### config.mk
export PLATFORM = sky130hd
export DESIGN_NAME = eeprom_writer
export DESIGN_NICKNAME = d
export VERILOG_FILES = /design/src/rtl/eeprom_writer.sv
export SDC_FILE = /design/constraint.sdc
export NUM_CORES = 1
export LEC_CHECK = 0
export ABC_CLOCK_PERIOD_IN_PS = 4600
export BUFFER_PORTS_ARGS = -buffer_cell sky130_fd_sc_hd__buf_2
export CELL_PAD_IN_SITES_DETAIL_PLACEMENT = 1
export CELL_PAD_IN_SITES_GLOBAL_PLACEMENT = 2
export CORE_AREA = 3 3 78 80
export DETAILED_ROUTE_END_ITERATION = 6
export DIE_AREA = 0 0 81 83
export PLACE_DENSITY_LB_ADDON = 0.1
export SLEW_MARGIN = 40
export SYNTH_ARGS = -nofsm -noshare
export SYNTH_HDL_FRONTEND = slang
export SYNTH_SLANG_ARGS = --single-unit
### constraint.sdc
create_clock -name clock -period 4.6 [get_ports clock]
set_input_delay 0.46 -clock clock [delete_from_list [all_inputs] [get_ports clock]]
set_output_delay 0.46 -clock clock [all_outputs]
set_load 0.03 [all_outputs]
### src/rtl/eeprom_writer.sv
// rtl/eeprom_writer.sv - Copies a RAM address range into a paged parallel EEPROM.
// Three clocks per byte, then a full write-cycle wait after each page.
module eeprom_writer #(
  parameter logic [15:0] FIRST_ADDR         = 16'h0000,
  parameter logic [15:0] LAST_ADDR          = 16'h7FFF,
  parameter int          PAGE_BYTES         = 32,
  parameter int          WRITE_CYCLE_CLOCKS = 10000
) (
  input  logic        clock,
  input  logic        reset_n,
  input  logic        start,
  output logic [15:0] address,
  output logic        ram_cs_n,
  output logic        ram_oe_n,
  output logic        eeprom_cs_n,
  output logic        eeprom_we_n,
  output logic        busy,
  output logic        done
);

  localparam int              CNT_W     = $clog2(WRITE_CYCLE_CLOCKS + 1);
  localparam logic [CNT_W-1:0] WAIT_LAST = CNT_W'(WRITE_CYCLE_CLOCKS - 1);
  localparam logic [15:0]     PAGE_MASK = 16'(PAGE_BYTES - 1);

  typedef enum logic [2:0] {IDLE, SETUP, PULSE, HOLD, WAIT} state_t;

  state_t           state, next_state;
  logic [15:0]      next_address;
  logic [CNT_W-1:0] wait_cnt, next_wait_cnt;
  logic             last_page, next_last_page;
  logic             next_busy, next_done;
  logic             next_bus_on, next_we_on;

  always_comb begin
    next_state     = state;
    next_address   = address;
    next_wait_cnt  = wait_cnt;
    next_last_page = last_page;
    next_busy      = busy;
    next_done      = done;
    case (state)
      IDLE: begin
        if (start) begin
          next_address   = FIRST_ADDR;
          next_last_page = 1'b0;
          next_busy      = 1'b1;
          next_done      = 1'b0;
          next_state     = SETUP;
        end
      end
      SETUP: next_state = PULSE;
      PULSE: next_state = HOLD;
      HOLD: begin
        next_wait_cnt = '0;
        // The last address never increments, so LAST_ADDR=16'hFFFF cannot wrap.
        if (address == LAST_ADDR) begin
          next_last_page = 1'b1;
          next_state     = WAIT;
        end else begin
          next_address = address + 16'd1;
          if (((address + 16'd1) & PAGE_MASK) == 16'd0) next_state = WAIT;
          else                                          next_state = SETUP;
        end
      end
      WAIT: begin
        if (wait_cnt == WAIT_LAST) begin
          next_wait_cnt = '0;
          if (last_page) begin
            next_busy  = 1'b0;
            next_done  = 1'b1;
            next_state = IDLE;
          end else begin
            next_state = SETUP;
          end
        end else begin
          next_wait_cnt = wait_cnt + CNT_W'(1);
        end
      end
      default: next_state = IDLE;
    endcase
    // Strobes are registered from the next state so they line up with it.
    next_bus_on = (next_state == SETUP) || (next_state == PULSE) || (next_state == HOLD);
    next_we_on  = (next_state == PULSE);
  end

  always_ff @(posedge clock or negedge reset_n) begin
    if (!reset_n) begin
      state       <= IDLE;
      address     <= 16'h0000;
      wait_cnt    <= '0;
      last_page   <= 1'b0;
      busy        <= 1'b0;
      done        <= 1'b0;
      ram_cs_n    <= 1'b1;
      ram_oe_n    <= 1'b1;
      eeprom_cs_n <= 1'b1;
      eeprom_we_n <= 1'b1;
    end else begin
      state       <= next_state;
      address     <= next_address;
      wait_cnt    <= next_wait_cnt;
      last_page   <= next_last_page;
      busy        <= next_busy;
      done        <= next_done;
      ram_cs_n    <= ~next_bus_on;
      ram_oe_n    <= ~next_bus_on;
      eeprom_cs_n <= ~next_bus_on;
      eeprom_we_n <= ~next_we_on;
    end
  end

endmodule

Word-level counts from Yosys, hierarchy flattened
Cells that the tools add are included.

Register bits after elaboration: 38. Input bits: 3.

Add/subtract/negate cells: 2. Eq/ne operators: 14. Multiplexer cells: 21. Bitwise logic cells: 2. Reductions and logical operators: 10.

Operators by type and width (number): 2-to-1 mux 16 bit (2); one-hot mux 16 bit (2 select lines) (1); one-hot mux 14 bit (2 select lines) (1); adder 16 x 1 -> 16 bit (second input constant) (1); == test 16 x 15 -> 1 bit (second input constant) (1); zero test 16 bit (1); one-hot mux 3 bit (5 select lines) (1); adder 14 x 1 -> 14 bit (second input constant) (1); == test 14 bit (second input constant) (1); 2-to-1 mux 14 bit (1); == test 3 x 2 -> 1 bit (second input constant) (4); 2-to-1 mux 3 bit (4); != test 2 bit (second input constant) (5); 2-to-1 mux 1 bit (8); == test 3 x 1 -> 1 bit (second input constant) (2); one-hot mux 1 bit (2 select lines) (3); AND reduction 3 bit (2); nonzero test 2 bit (3); AND reduction 4 bit (1); == test 3 bit (second input constant) (1); zero test 3 bit (1); logical OR 1 bit (2); inverter 1 bit (2).

Logic depth before layout (Yosys ltp)
Word-level depth: 9. Mapped depth: 7. Mapped depth without buffers: 5.

Worst setup path before layout
No wires, ideal clock.

Kind: flip-flop to flip-flop. From: register address[0]. To: register eeprom_cs_n. Data arrival time: 2040 ps. Slack: 2483 ps. Stages on the path, launching flop included: 8. Path buffers: 2. Cell sequence: dfrtp_1 -> ha_1 -> nand3_1 -> nor4_1 -> buf_2 -> buf_2 -> o211ai_1 -> a31oi_1.

Longest elaborated chain between the ends: 9. Elaborated cells on any way between the ends: 12. Classes of those cells: 1 x add/sub; 4 x eq/ne; 3 x mux; 1 x bitwise; 3 x reduce/logical.

Ends and longest elaborated chain: from (decl) (line 12) `output logic [15:0] address,`; from (signal assigned) (line 100) `address <= next_address;`; adder 16 x 1 -> 16 bit (line 61) `if (((address + 16'd1) & PAGE_MASK) == 16'd0) next_state = WAIT;`; zero test 16 bit (line 61); 2-to-1 mux 3 bit (line 61); 2-to-1 mux 3 bit (*) (line 56) `if (address == LAST_ADDR) begin`; one-hot mux 3 bit (5 select lines) (*) (line 41) `case (state)`; == test 3 x 1 -> 1 bit or == test 3 x 2 -> 1 bit (tied branches) (line 82) `next_bus_on = (next_state == SETUP) || (next_state == PULSE) || (next_state == HOLD);`; logical OR 1 bit (line 82); logical OR 1 bit (*) (line 82); inverter 1 bit (*) (line 107) `eeprom_cs_n <= ~next_bus_on;`; to (signal assigned) (line 107); to (decl) (line 15) `output logic eeprom_cs_n,`.

Mark *: on every way between the ends. The rest lies on a longest branch, timed or not. A chain may end at the register's enable or synchronous reset.

Worst setup path after layout
From: register address[0]. To: register state[0].

Longest elaborated chain between the ends: 5. Elaborated cells on any way between the ends: 6. Classes of those cells: 1 x add/sub; 1 x eq/ne; 3 x mux; 1 x reduce/logical.

Ends and longest elaborated chain: adder 16 x 1 -> 16 bit (line 61); zero test 16 bit (line 61); 2-to-1 mux 3 bit (line 61); 2-to-1 mux 3 bit (*) (line 56); one-hot mux 3 bit (5 select lines) (*) (line 41); via next_state[0] (line 27) `state_t state, next_state;`; to (signal assigned) (line 99) `state <= next_state;`; to (decl) (line 27).

The timed path passes the listed nets; every way through them passes the cells marked *.

==> impl_results.md <==
- Slew headroom: 0.587
- Post-synthesis sequential area ratio: 0.447
- CP Launch Type: flop
- # clock sinks: 38
- Syn_nets: around 240
- Final min period: around 2.4 ns
- Fin Setup TNS: 0 ns
- Post-route setup slack: 2.23 ns
- Crit path from: address[0]
- CTS tree: yes
- Root Buffer: clkbuf_8
- DR vias: ~1900
- Final wirelength: between 5 and 6 mm
- Gr ovfl total: 0
- Routed Antenna Nets: 0
- Nets: ~260
- Ys async rst share: 1.00
- Hold Buf Count CTS: 0
- Die height: between 80 and 90 µm
- Synthesized area per cell: 9.20 µm²
- WS Path Type: flop to flop
- Clk Latency, worst-skew pair: between 0.2 and 0.3 ns
- Max Freq: 423 MHz
- Place WS: roughly 2.2 ns
- Synth cell count leaders: 36 x dfrtp_1, 19 x nand2_1, 16 x a21oi_1
- Synthesized flop and latch total: 38
- Largest cells by area after synthesis: dfrtp_1 42%, a21oi_1 3.8%, nand2_1 3.3%, a31oi_1 2.9%, nand3_1 2.8%
- Drt pass-1 iters: 4
- Final Skew: 0.00773 ns
- Number of placed I/O pins: 25
- Dominant cell type by area after synthesis: dfrtp_1
- PD cells: 478 nW/µm²
- Max Cap Viol: 0
- Num rows: 27
- N_diodes: 0
- Tot Pwr: between 1 and 1.5 mW
- Maximum fanout along the worst path: 15
- Layout overhead on the synthesized area: 13.7%
- Yosys Warn Count: 0
- Cells after Synth: 232
- Remaining DRCs: 0
- RR Startpoint: address[0]
- Leak pwr: around 1 nW
- Layout cells sized above 1: 0.182
- Netlist cell types: 52
- RSZ-0062 raised after global routing: no
- Vias per Instance: ~5.9
- First-pass GRT wire length: a little under 10 mm
- Mapped Area: between 2000 and 2500 µm²
- Routability cong.: between 0.7 and 0.8
- Clock Tree Buf Depth: 2
- Synth Flop Type: dfrtp_1
- Worst-path clk slew: 0.08 ns
- DIE WIDTH: 81 µm
- VDD IR max: ~310 µV
- H-tree Lvls: 2
- Die area: roughly 6700 µm²
- Top-count cell post-synth: dfrtp_1
- Count of port buffers added during placement: 24
- Final Cycle Share: 0.514
- Pins over their slew limit: 0
- Maximum number of pins on one net before global-route repair: 39
- Initial core utilization: 0.390
- CTS Buf Count: 5
- Resize count post-CTS: 0
- Worst-Margin Slew: between 0.6 and 0.7 ns
- WP data arrival: 2.55 ns
- Wire length per cell: between 15 and 20 µm
- GRT Util Overall: 0.180
- Initial antenna violation count: 0
- Postcts setup bufs: 0
- WP data required: between 4 and 5 ns
- Yosys top cell area share: 0.422
- EDFF count, synth: 0
- # setup viols final: 0
- Outcome: finished, final reports clean
- Number of global-route vias before repair: between 1500 and 2000
- HP Class: input pin to async pin
- Hold Violations, Final: 0
- Crit end category: flop
- Final HPWL DP: about 3.9 mm
- 1st-iter DRT viols: 85
- Reg2Reg Depth: 6
- Fillers: 659
- Core footprint: around 5500 µm²
-- worst max-delay path, cell delays in order, from the launching register on --
cell	delay, ns
dfrtp_1	0.48
ha_1	0.26
nand3_1	0.23
nor4_2	0.54
buf_4	0.30
nor2_1	0.09
a311o_1	0.36
-- cells in the final DEF, fill, tap and decap left out, types with 3 or more instances in the layout --
master    synthesis  routed
dfrtp_1          36      36
buf_2             3      23
nand2_1          19      19
a21oi_1          16      16
nand3_1          12      12
o21ai_0          12      12
nor2_1           11      11
inv_1            10      10
a31oi_1          10      10
or3_1             9       9
nand4_1           8       8
o31ai_1           6       6
nor3_1            5       5
o41ai_1           5       5
or4_1             5       5
clkbuf_8          0       5
nor4_1            5       4
buf_4             2       4
and3_1            3       3
o211ai_1          3       3
and4_1            3       3
a41oi_1           3       3
o21a_1            3       3
-- state kept, by name, summed over array words and instances, names as in the netlist --
name / count
address: 16
busy: 1
done: 1
eeprom_cs_n: 1
eeprom_we_n: 1
last_page: 1
state: 3
wait_cnt: 14
-- logic make-up after synthesis --
family	synth area share
AO/OA/AOI/OAI	0.210
buffers and inverters	0.0475
flip-flops	0.447
adder cells (fa/ha/maj)	0.0117
multiplexers	0.00469
XOR/XNOR	0.00410
AND/OR/NAND/NOR	0.275
-- path summary, 6_finish.rpt --
check                                to  slack, ns
max                            state[0]       2.23
min                        wait_cnt[13]       0.12
max reg2reg                    state[0]       2.23
min reg2reg                        done       0.48
max in group asynchronous   eeprom_we_n       4.12
min in group clock          eeprom_cs_n       0.47
-- final cells by class --
| cell class | instances | area (µm²) | share of cell area |
|---|---|---|---|
| clock buffers | 5 | 68.8 | 0.0284 |
| inverters | 10 | 37.5 | 0.0155 |
| repair buffers | 27 | 145 | 0.0598 |
| multi-input cells | 170 | 1090 | 0.450 |
| clock inverters | 3 | 40.0 | 0.0165 |
| well taps | 72 | 90.1 | 0.0371 |
| flip-flops and latches | 38 | 953 | 0.393 |
-- per-stage QoR --
stage | area (µm²) | hold WS (ns) | utilization | cells
2_1_floorplan | 2130 | 0.164 | - | 232
3_3_place_gp | 2320 | 0.457 | 0.423 | 317
3_5_place_dp | 2320 | 0.464 | 0.424 | 317
4_1_cts | 2430 | 0.143 | 0.444 | 325
5_1_grt | 2430 | 0.158 | 0.444 | 325
6_report | 2430 | 0.122 | 0.444 | 325
-- per-layer routing --
| layer | share of wire | wire (µm) | up-vias | GRT usage |
|---|---|---|---|---|
| li1 | - | - | 932 | - |
| met1 | 0.52 | 2960 | 966 | 0.269 |
| met2 | 0.44 | 2490 | 28 | 0.263 |
| met3 | 0.032 | 185 | 7 | 0.0369 |
| met4 | 0.011 | 62 | 0 | 0.0461 |
| met5 | 0 | 0 | - | 0 |
-- power by group --
part | internal (mW) | leakage [nW] | switching [mW]
registers | 0.390 | 0.506 | 0.0986
logic | 0.125 | 0.446 | 0.264
clock network | 0.160 | 0.0579 | 0.124
total | 0.674 | 1.01 | 0.486
No activity file was read; power rests on OpenSTA's default activity.
